==> config.mk <==
export PLATFORM = sky130hd
export DESIGN_NAME = roman_symbol_sequencer_flat
export DESIGN_NICKNAME = d
export VERILOG_FILES = /design/src/rtl/roman_symbol_sequencer_pkg.sv /design/src/rtl/roman_symbol_sequencer_if.sv /design/src/rtl/roman_symbol_sequencer_bin2roman.sv /design/src/rtl/roman_symbol_sequencer.sv /design/src/flat_wrapper.sv
export SDC_FILE = /design/constraint.sdc
export NUM_CORES = 1
export LEC_CHECK = 0
export CELL_PAD_IN_SITES_DETAIL_PLACEMENT = 0
export CELL_PAD_IN_SITES_GLOBAL_PLACEMENT = 2
export CORE_MARGIN = 1
export CORE_UTILIZATION = 39
export CTS_CLUSTER_SIZE = 12
export DETAILED_ROUTE_END_ITERATION = 12
export PLACE_DENSITY = 0.9
export SLEW_MARGIN = 40
export SYNTH_ARGS = -nofsm -noshare
export SYNTH_HDL_FRONTEND = slang
export SYNTH_HIERARCHICAL = 1
export SYNTH_SLANG_ARGS = --single-unit
==> constraint.sdc <==
create_clock -name clk -period 5.6 [get_ports clk]
set_input_delay 1.12 -clock clk [delete_from_list [all_inputs] [get_ports clk]]
set_output_delay 1.12 -clock clk [all_outputs]
set_load 0.005 [all_outputs]
==> src/rtl/roman_symbol_sequencer_pkg.sv <==
// roman_pkg: definitions shared by the Roman-numeral symbol sequencer.
//   - Symbol codes carried on out_sym (3-bit, NULL marks an empty field).
//   - Default sizing of the converter and sequencer.
//   - Sequencer FSM state type.
package roman_pkg;

    localparam int DEF_OUT_WIDTH = 3;   // bits per symbol code
    localparam int DEF_OUT_NUM   = 8;   // symbol fields in a converted numeral
    localparam int DEF_MAX_VAL   = 69;  // largest value the converter handles

    localparam logic [2:0] SYM_NULL = 3'd0;
    localparam logic [2:0] SYM_I    = 3'd1;
    localparam logic [2:0] SYM_V    = 3'd2;
    localparam logic [2:0] SYM_X    = 3'd3;
    localparam logic [2:0] SYM_L    = 3'd4;

    typedef enum logic {
        IDLE = 1'b0,
        SEND = 1'b1
    } state_t;

endpackage

==> src/rtl/roman_symbol_sequencer_if.sv <==
// roman_symbol_sequencer_if: value-in / symbol-out stream bundle.
//   in_valid/in_ready/in_data  : binary value handshake (producer -> sequencer)
//   out_valid/out_ready        : symbol handshake (sequencer -> consumer)
//   out_sym/out_last           : symbol code and end-of-numeral flag
//   err                        : one-cycle pulse on a rejected out-of-range value
//   busy                       : numeral in flight
//   out_len                    : numeral length, only when ROMAN_SEQ_LEN_EN is defined
// slave modport is the sequencer side, master the producer/consumer side.
interface roman_symbol_sequencer_if #(
    parameter int BIT_WIDTH = 6,
    parameter int OUT_WIDTH = 3
) ();

    logic                 in_valid;
    logic                 in_ready;
    logic [BIT_WIDTH-1:0] in_data;
    logic                 out_valid;
    logic                 out_ready;
    logic [OUT_WIDTH-1:0] out_sym;
    logic                 out_last;
    logic                 err;
    logic                 busy;
`ifdef ROMAN_SEQ_LEN_EN
    logic [3:0]           out_len;
`endif

    modport slave (
        input  in_valid, in_data, out_ready,
        output in_ready, out_valid, out_sym, out_last, err, busy
`ifdef ROMAN_SEQ_LEN_EN
        , output out_len
`endif
    );

    modport master (
        output in_valid, in_data, out_ready,
        input  in_ready, out_valid, out_sym, out_last, err, busy
`ifdef ROMAN_SEQ_LEN_EN
        , input out_len
`endif
    );

endinterface

==> src/rtl/roman_symbol_sequencer_bin2roman.sv <==
// bin2roman_base10: combinational binary (0..69) to Roman numeral converter.
//   bin_in    : binary value
//   roman_out : OUT_NUM packed symbol codes, right-aligned; field 0 holds the
//               final symbol, unused leading fields are NULL.
// Values above 69 produce a numeral for the ones digit only; callers reject them.
module bin2roman_base10
    import roman_pkg::*;
#(
    parameter int BIT_WIDTH = 6,
    parameter int OUT_WIDTH = roman_pkg::DEF_OUT_WIDTH,
    parameter int OUT_NUM   = roman_pkg::DEF_OUT_NUM
) (
    input  logic [BIT_WIDTH-1:0]         bin_in,
    output logic [OUT_NUM*OUT_WIDTH-1:0] roman_out
);

    localparam int W = OUT_NUM * OUT_WIDTH;

    // Shift the numeral left by one field and append a symbol at field 0, so
    // emitting symbols in reading order leaves the result right-aligned.
    function automatic logic [W-1:0] app(input logic [W-1:0] r, input logic [2:0] s);
        return (r << OUT_WIDTH) | W'(s);
    endfunction

    int         val;
    logic [3:0] tens;
    logic [3:0] ones;
    logic [W-1:0] res;

    always_comb begin
        val  = 32'(bin_in);
        tens = 4'(val / 10);
        ones = 4'(val % 10);
        res  = '0;
        case (tens)
            4'd1:    res = app(res, SYM_X);
            4'd2:    res = app(app(res, SYM_X), SYM_X);
            4'd3:    res = app(app(app(res, SYM_X), SYM_X), SYM_X);
            4'd4:    res = app(app(res, SYM_X), SYM_L);
            4'd5:    res = app(res, SYM_L);
            4'd6:    res = app(app(res, SYM_L), SYM_X);
            default: res = '0;
        endcase
        case (ones)
            4'd1:    res = app(res, SYM_I);
            4'd2:    res = app(app(res, SYM_I), SYM_I);
            4'd3:    res = app(app(app(res, SYM_I), SYM_I), SYM_I);
            4'd4:    res = app(app(res, SYM_I), SYM_V);
            4'd5:    res = app(res, SYM_V);
            4'd6:    res = app(app(res, SYM_V), SYM_I);
            4'd7:    res = app(app(app(res, SYM_V), SYM_I), SYM_I);
            4'd8:    res = app(app(app(app(res, SYM_V), SYM_I), SYM_I), SYM_I);
            4'd9:    res = app(app(res, SYM_I), SYM_X);
            default: res = res;
        endcase
        roman_out = res;
    end

endmodule

==> src/rtl/roman_symbol_sequencer.sv <==
// roman_symbol_sequencer: accepts a binary value, converts it to a Roman
// numeral and streams it out one symbol per beat, most-significant first.
//   clk, rst_n : clock (rising edge), asynchronous active-low reset
//   bus        : roman_symbol_sequencer_if.slave
//                in_valid/in_ready/in_data, out_valid/out_ready/out_sym/out_last,
//                err (reject pulse), busy (numeral in flight)
// Optional macro ROMAN_SEQ_LEN_EN adds bus.out_len: length of the numeral in
// flight, constant across its beats, 0 while idle.
// All outputs are registered; they are computed from the next-state values.
module roman_symbol_sequencer
    import roman_pkg::*;
#(
    parameter int BIT_WIDTH = 6,
    parameter int OUT_WIDTH = roman_pkg::DEF_OUT_WIDTH,
    parameter int OUT_NUM   = roman_pkg::DEF_OUT_NUM,
    parameter int MAX_VAL   = roman_pkg::DEF_MAX_VAL
) (
    input  logic                      clk,
    input  logic                      rst_n,
    roman_symbol_sequencer_if.slave   bus
);

    localparam int SYM_W = OUT_NUM * OUT_WIDTH;
    localparam int IDX_W = $clog2(OUT_NUM);

    logic [SYM_W-1:0]     conv_w;
    logic [3:0]           len_w;
    logic                 accept_w;
    logic                 range_err_w;

    state_t               state_q, state_d;
    logic [SYM_W-1:0]     sym_q, sym_d;
    logic [IDX_W-1:0]     idx_q, idx_d;
    logic                 in_ready_q, in_ready_d;
    logic                 out_valid_q, out_valid_d;
    logic [OUT_WIDTH-1:0] out_sym_q, out_sym_d;
    logic                 out_last_q, out_last_d;
    logic                 err_q, err_d;
    logic                 busy_q, busy_d;
`ifdef ROMAN_SEQ_LEN_EN
    logic [3:0]           out_len_q, out_len_d;
`endif

    bin2roman_base10 #(
        .BIT_WIDTH (BIT_WIDTH),
        .OUT_WIDTH (OUT_WIDTH),
        .OUT_NUM   (8)
    ) u_conv (
        .bin_in    (bus.in_data),
        .roman_out (conv_w)
    );

    // Length = highest non-NULL field + 1; an all-NULL numeral (value 0)
    // still sends one NULL beat.
    always_comb begin
        len_w = 4'd1;
        for (int i = 0; i < OUT_NUM; i++) begin
            if (conv_w[i*OUT_WIDTH +: OUT_WIDTH] != '0) len_w = 4'(i + 1);
        end
    end

    assign accept_w    = (state_q == IDLE) && bus.in_valid && in_ready_q;
    assign range_err_w = 32'(bus.in_data) > MAX_VAL;

    always_comb begin
        state_d = state_q;
        sym_d   = sym_q;
        idx_d   = idx_q;
        err_d   = 1'b0;
        case (state_q)
            IDLE: begin
                if (accept_w) begin
                    if (range_err_w) begin
                        err_d = 1'b1;
                    end else begin
                        sym_d   = conv_w;
                        idx_d   = IDX_W'(len_w - 4'd1);
                        state_d = SEND;
                    end
                end
            end
            SEND: begin
                if (out_valid_q && bus.out_ready) begin
                    if (idx_q == '0) state_d = IDLE;
                    else             idx_d   = idx_q - 1'b1;
                end
            end
            default: state_d = IDLE;
        endcase

        in_ready_d  = (state_d == IDLE);
        out_valid_d = (state_d == SEND);
        busy_d      = (state_d == SEND);
        out_sym_d   = out_valid_d ? sym_d[idx_d*OUT_WIDTH +: OUT_WIDTH] : '0;
        out_last_d  = out_valid_d && (idx_d == '0);
`ifdef ROMAN_SEQ_LEN_EN
        if (!out_valid_d)                  out_len_d = 4'd0;
        else if (accept_w && !range_err_w) out_len_d = len_w;
        else                               out_len_d = out_len_q;
`endif
    end

    always_ff @(posedge clk or negedge rst_n) begin
        if (!rst_n) begin
            state_q     <= IDLE;
            sym_q       <= '0;
            idx_q       <= '0;
            in_ready_q  <= 1'b0;
            out_valid_q <= 1'b0;
            out_sym_q   <= '0;
            out_last_q  <= 1'b0;
            err_q       <= 1'b0;
            busy_q      <= 1'b0;
`ifdef ROMAN_SEQ_LEN_EN
            out_len_q   <= 4'd0;
`endif
        end else begin
            state_q     <= state_d;
            sym_q       <= sym_d;
            idx_q       <= idx_d;
            in_ready_q  <= in_ready_d;
            out_valid_q <= out_valid_d;
            out_sym_q   <= out_sym_d;
            out_last_q  <= out_last_d;
            err_q       <= err_d;
            busy_q      <= busy_d;
`ifdef ROMAN_SEQ_LEN_EN
            out_len_q   <= out_len_d;
`endif
        end
    end

    assign bus.in_ready  = in_ready_q;
    assign bus.out_valid = out_valid_q;
    assign bus.out_sym   = out_sym_q;
    assign bus.out_last  = out_last_q;
    assign bus.err       = err_q;
    assign bus.busy      = busy_q;
`ifdef ROMAN_SEQ_LEN_EN
    assign bus.out_len   = out_len_q;
`endif

endmodule

==> src/flat_wrapper.sv <==
// flat-port wrapper written by rule: the top's interface ports become plain ports
module roman_symbol_sequencer_flat import roman_pkg::*;
#(
    parameter int BIT_WIDTH = 6,
    parameter int OUT_WIDTH = roman_pkg::DEF_OUT_WIDTH,
    parameter int OUT_NUM   = roman_pkg::DEF_OUT_NUM,
    parameter int MAX_VAL   = roman_pkg::DEF_MAX_VAL
)
  (clk, rst_n, bus_in_valid, bus_in_data, bus_out_ready, bus_in_ready, bus_out_valid, bus_out_sym, bus_out_last, bus_err, bus_busy);
  roman_symbol_sequencer_if #(.BIT_WIDTH(BIT_WIDTH), .OUT_WIDTH(OUT_WIDTH)) bus_i ();
  input  logic clk;
  input  logic rst_n;
  input wire logic [$bits(bus_i.in_valid)-1:0] bus_in_valid;
  input wire logic [$bits(bus_i.in_data)-1:0] bus_in_data;
  input wire logic [$bits(bus_i.out_ready)-1:0] bus_out_ready;
  output wire logic [$bits(bus_i.in_ready)-1:0] bus_in_ready;
  output wire logic [$bits(bus_i.out_valid)-1:0] bus_out_valid;
  output wire logic [$bits(bus_i.out_sym)-1:0] bus_out_sym;
  output wire logic [$bits(bus_i.out_last)-1:0] bus_out_last;
  output wire logic [$bits(bus_i.err)-1:0] bus_err;
  output wire logic [$bits(bus_i.busy)-1:0] bus_busy;
  assign bus_i.in_valid = bus_in_valid;
  assign bus_i.in_data = bus_in_data;
  assign bus_i.out_ready = bus_out_ready;
  assign bus_in_ready = bus_i.in_ready;
  assign bus_out_valid = bus_i.out_valid;
  assign bus_out_sym = bus_i.out_sym;
  assign bus_out_last = bus_i.out_last;
  assign bus_err = bus_i.err;
  assign bus_busy = bus_i.busy;
  roman_symbol_sequencer #(.BIT_WIDTH(BIT_WIDTH), .OUT_WIDTH(OUT_WIDTH), .OUT_NUM(OUT_NUM), .MAX_VAL(MAX_VAL)) u_core (.clk(clk), .rst_n(rst_n), .bus(bus_i));
endmodule
==> flow_summary.yaml <==
placed_design:
  hpwlAfterDp_um: 6620
  portBuffers: 16
  dp_slack_ns: -0.787
  place_congestion: 0.895
  dp_cells: 553
clocking:
  cts_root_buffer: "clkbuf_8"
  clk_path_buf_depth: 2
  clk_pin_slew_ns: 0.07
  tritoncts: "built"
  clk_latency_ns: 0.30
  cts_sinks: 33
  cts_buffers: 5
  cts_hold_buf: 0
  cts.htree.levels: 2
synthesis:
  synth_top_cells_by_area: "dfrtp_1, nand2_1, mux2i_1"
  syn_area_um2: 2980
  avgSynthCellArea_um2: 8.00
  synthArstFlopShare_pct: 100
  postSynthCellCount: 373
  synth_edf_count: 0
  yosys_warnings: 6
  yosysTopAreaCell: "dfrtp_1"
  synth-seq-cells: 33
  ys_seq_area_share_pct: 27.7
  netlist.area_leader.share_pct: 27.7
  synth_ff_type: "dfrtp_1"
  synth.distinct_cells: 83
timing:
  finalHoldViolations: 0
  rsz0062_at_grt: "true"
  timing.final.ws_setup_ns: -0.00201
  fmax_ghz: 0.179
  period_needed_ns: 5.60
  worstMarginPinSlew_ns: 0.811
  fin_setup_tns_ns: -0.00201
  slew_headroom_pct: 45.9
  drv_slew: 0
  finalSetupViolCount: 1
  timing.final.crit_share_pct: 100
  fin_skew_ns: 0.00949
critical_path:
  worst_ep_arrival_time_ns: 5.76
  reg2reg_to: "u_core/bus.out_sym[2]$_DFF_PN0_"
  cp.buffers_inverters: 3
  path_delay_family: "simple AND/OR/NAND/NOR gates"
  cp_max_fo: 8
  cp_slowest_cell: "or3_4"
  critPathCaptureType: "flip-flop"
  cp_slowest_stage_delay_ns: 0.40
  endpoint: "u_core/bus.out_sym[0]$_DFF_PN0_"
  path_class: "primary input to flip-flop"
  r2r_cells: 6
  critPathLaunchType: "primary input"
  critPathRequiredTime_ns: 5.76
  crit_cells: 27
  cp-startpoint: "bus_in_data[3]"
  r2r_start: "u_core/bus.busy$_DFF_PN0_"
  r2r_slack_ns: 2.99
floorplanning:
  dieWidth_um: 89.5
  die_y_um: 89.5
  die_area_um2: 8010
  coreArea_um2: 7330
  rows: 31
  pin_count: 18
  start_util_pct: 40.7
final_layout:
  antenna-diode-count: 0
  layout_commonest_cell: "buf_4"
  layout_common_cells: "buf_4, nand2_1, dfrtp_1, a21oi_1, nor2_1"
  area_growth_pct: 41.6
  drive_above_1_share_pct: 37.2
  final_nets: 495
  final_cells: 580
  utilization_pct: 57.7
drt:
  viasPerCell: 5.40
  antenna_left: 0
  routed_wirelength_um: 8870
  drt_pre_antenna_iters: 6
  drc: 0
  drt_iter0_markers: 201
  vias: 3130
  wl_per_cell_um: 15.3
global_routing:
  overflow: 0
  grt_pass1_wl_um: 14500
  grt_max_degree: 34
  grt_antenna_before_repair: 0
  busiest_layer: "met1"
  grtUsageMet1_pct: 36.2
  met2_usage_pct: 35.3
  grt_usage_pct: 24.1
  grt_pass1_vias: 2973
  gr-usage-met3_pct: 4.89
status:
  run_status: "finished, violations left"
  violations: "setup timing"
pwr:
  leakagePower_nw: 1.99
  p_per_area_nw_per_um2: 347
  p_total_mw: 1.47
  ir_worst_vdd_v: 0.000224
worst_hold_path:
  hold_path.class: "flip-flop to flip-flop"
flow_run:
  drv_cap: 0
## cells in the mapped netlist, drive strengths merged, types with 5 or more instances
cell type,number
nand2,89
dfrtp,33
buf,21
a21oi,18
nor2,18
inv,14
nand3,12
nor3,11
o21ai,11
clkbuf,10
mux2i,10
nand4,9
or3,9
o221ai,7
nand2b,6
and3,5
ha,5
o31ai,5
## worst min-delay path: stages, from the launching register on
cell and delay [ns]:
dfrtp_1 0.33, nand2_1 0.04, nand2_1 0.07
## flip-flops by register name, indices dropped and copies added, names as in the netlist
signal / cells
u_core/bus.busy: 1
u_core/bus.in_ready: 1
u_core/bus.out_last: 1
u_core/bus.out_sym: 3
u_core/idx_q: 3
u_core/sym_q: 24
## logic make-up after synthesis
group / synth area share (%)
multiplexers: 4.36
buffers and inverters: 8.34
flip-flops: 27.7
AND/OR/NAND/NOR: 31.6
XOR/XNOR: 0.587
AO/OA/AOI/OAI: 25.1
other: 0.252
adder cells (fa/ha/maj): 2.10
## power breakdown
group	total [mW]	switching (mW)	internal (mW)	leakage [nW]
Combinational	0.925	0.459	0.466	1.52
Sequential	0.363	0.0357	0.327	0.426
Clock	0.178	0.0923	0.0861	0.0450
Total	1.47	0.587	0.880	1.99
## how the worst min path moves through the flow
| stage | start | endpoint | slack (ns) | cells past startpoint |
|---|---|---|---|---|
| finish | u_core/sym_q[5]$_DFF_PN0_ | u_core/sym_q[5]$_DFF_PN0_ | 0.47 | 2 |
| global route | u_core/sym_q[4]$_DFF_PN0_ | u_core/sym_q[4]$_DFF_PN0_ | 0.49 | 2 |
| CTS | u_core/sym_q[4]$_DFF_PN0_ | u_core/sym_q[4]$_DFF_PN0_ | 0.48 | 2 |
| detailed placement | u_core/sym_q[4]$_DFF_PN0_ | u_core/sym_q[4]$_DFF_PN0_ | 0.46 | 2 |
| global placement | u_core/sym_q[9]$_DFF_PN0_ | u_core/sym_q[9]$_DFF_PN0_ | 0.45 | 2 |
| floorplan | u_core/sym_q[13]$_DFF_PN0_ | u_core/sym_q[13]$_DFF_PN0_ | 0.43 | 2 |
## layer usage
layer / part of all wire (%) / vias up
met3: 4.2 / 13
li1: - / 1559
met2: 44 / 67
met4: 1.1 / 0
met1: 50 / 1491
met5: 0 / -
## stage by stage
step / cell area, um2 / hold slack, ns
after floorplan: 3120 / 0.433
after global placement: 3880 / 0.452
after detailed placement: 3880 / 0.462
after CTS: 4110 / 0.478
after global routing: 4230 / 0.495
final: 4230 / 0.474
## cell type report
type / instances / area [um2]
Clock buffer: 6 / 72.6
Clock inverter: 2 / 10.0
Fill cell: 631 / 3100
Inverter: 14 / 52.6
Multi-Input combinational cell: 299 / 2130
Sequential cell: 33 / 826
Tap cell: 99 / 124
Timing Repair Buffer: 127 / 1020
## repair_timing
item                                    4_1_cts  5_1_grt
endpoints found under the setup margin        5        4
resized for setup                            21       19
buffers inserted                             15        4
pin swaps                                    24       13
No activity file was read; power rests on OpenSTA's default activity.
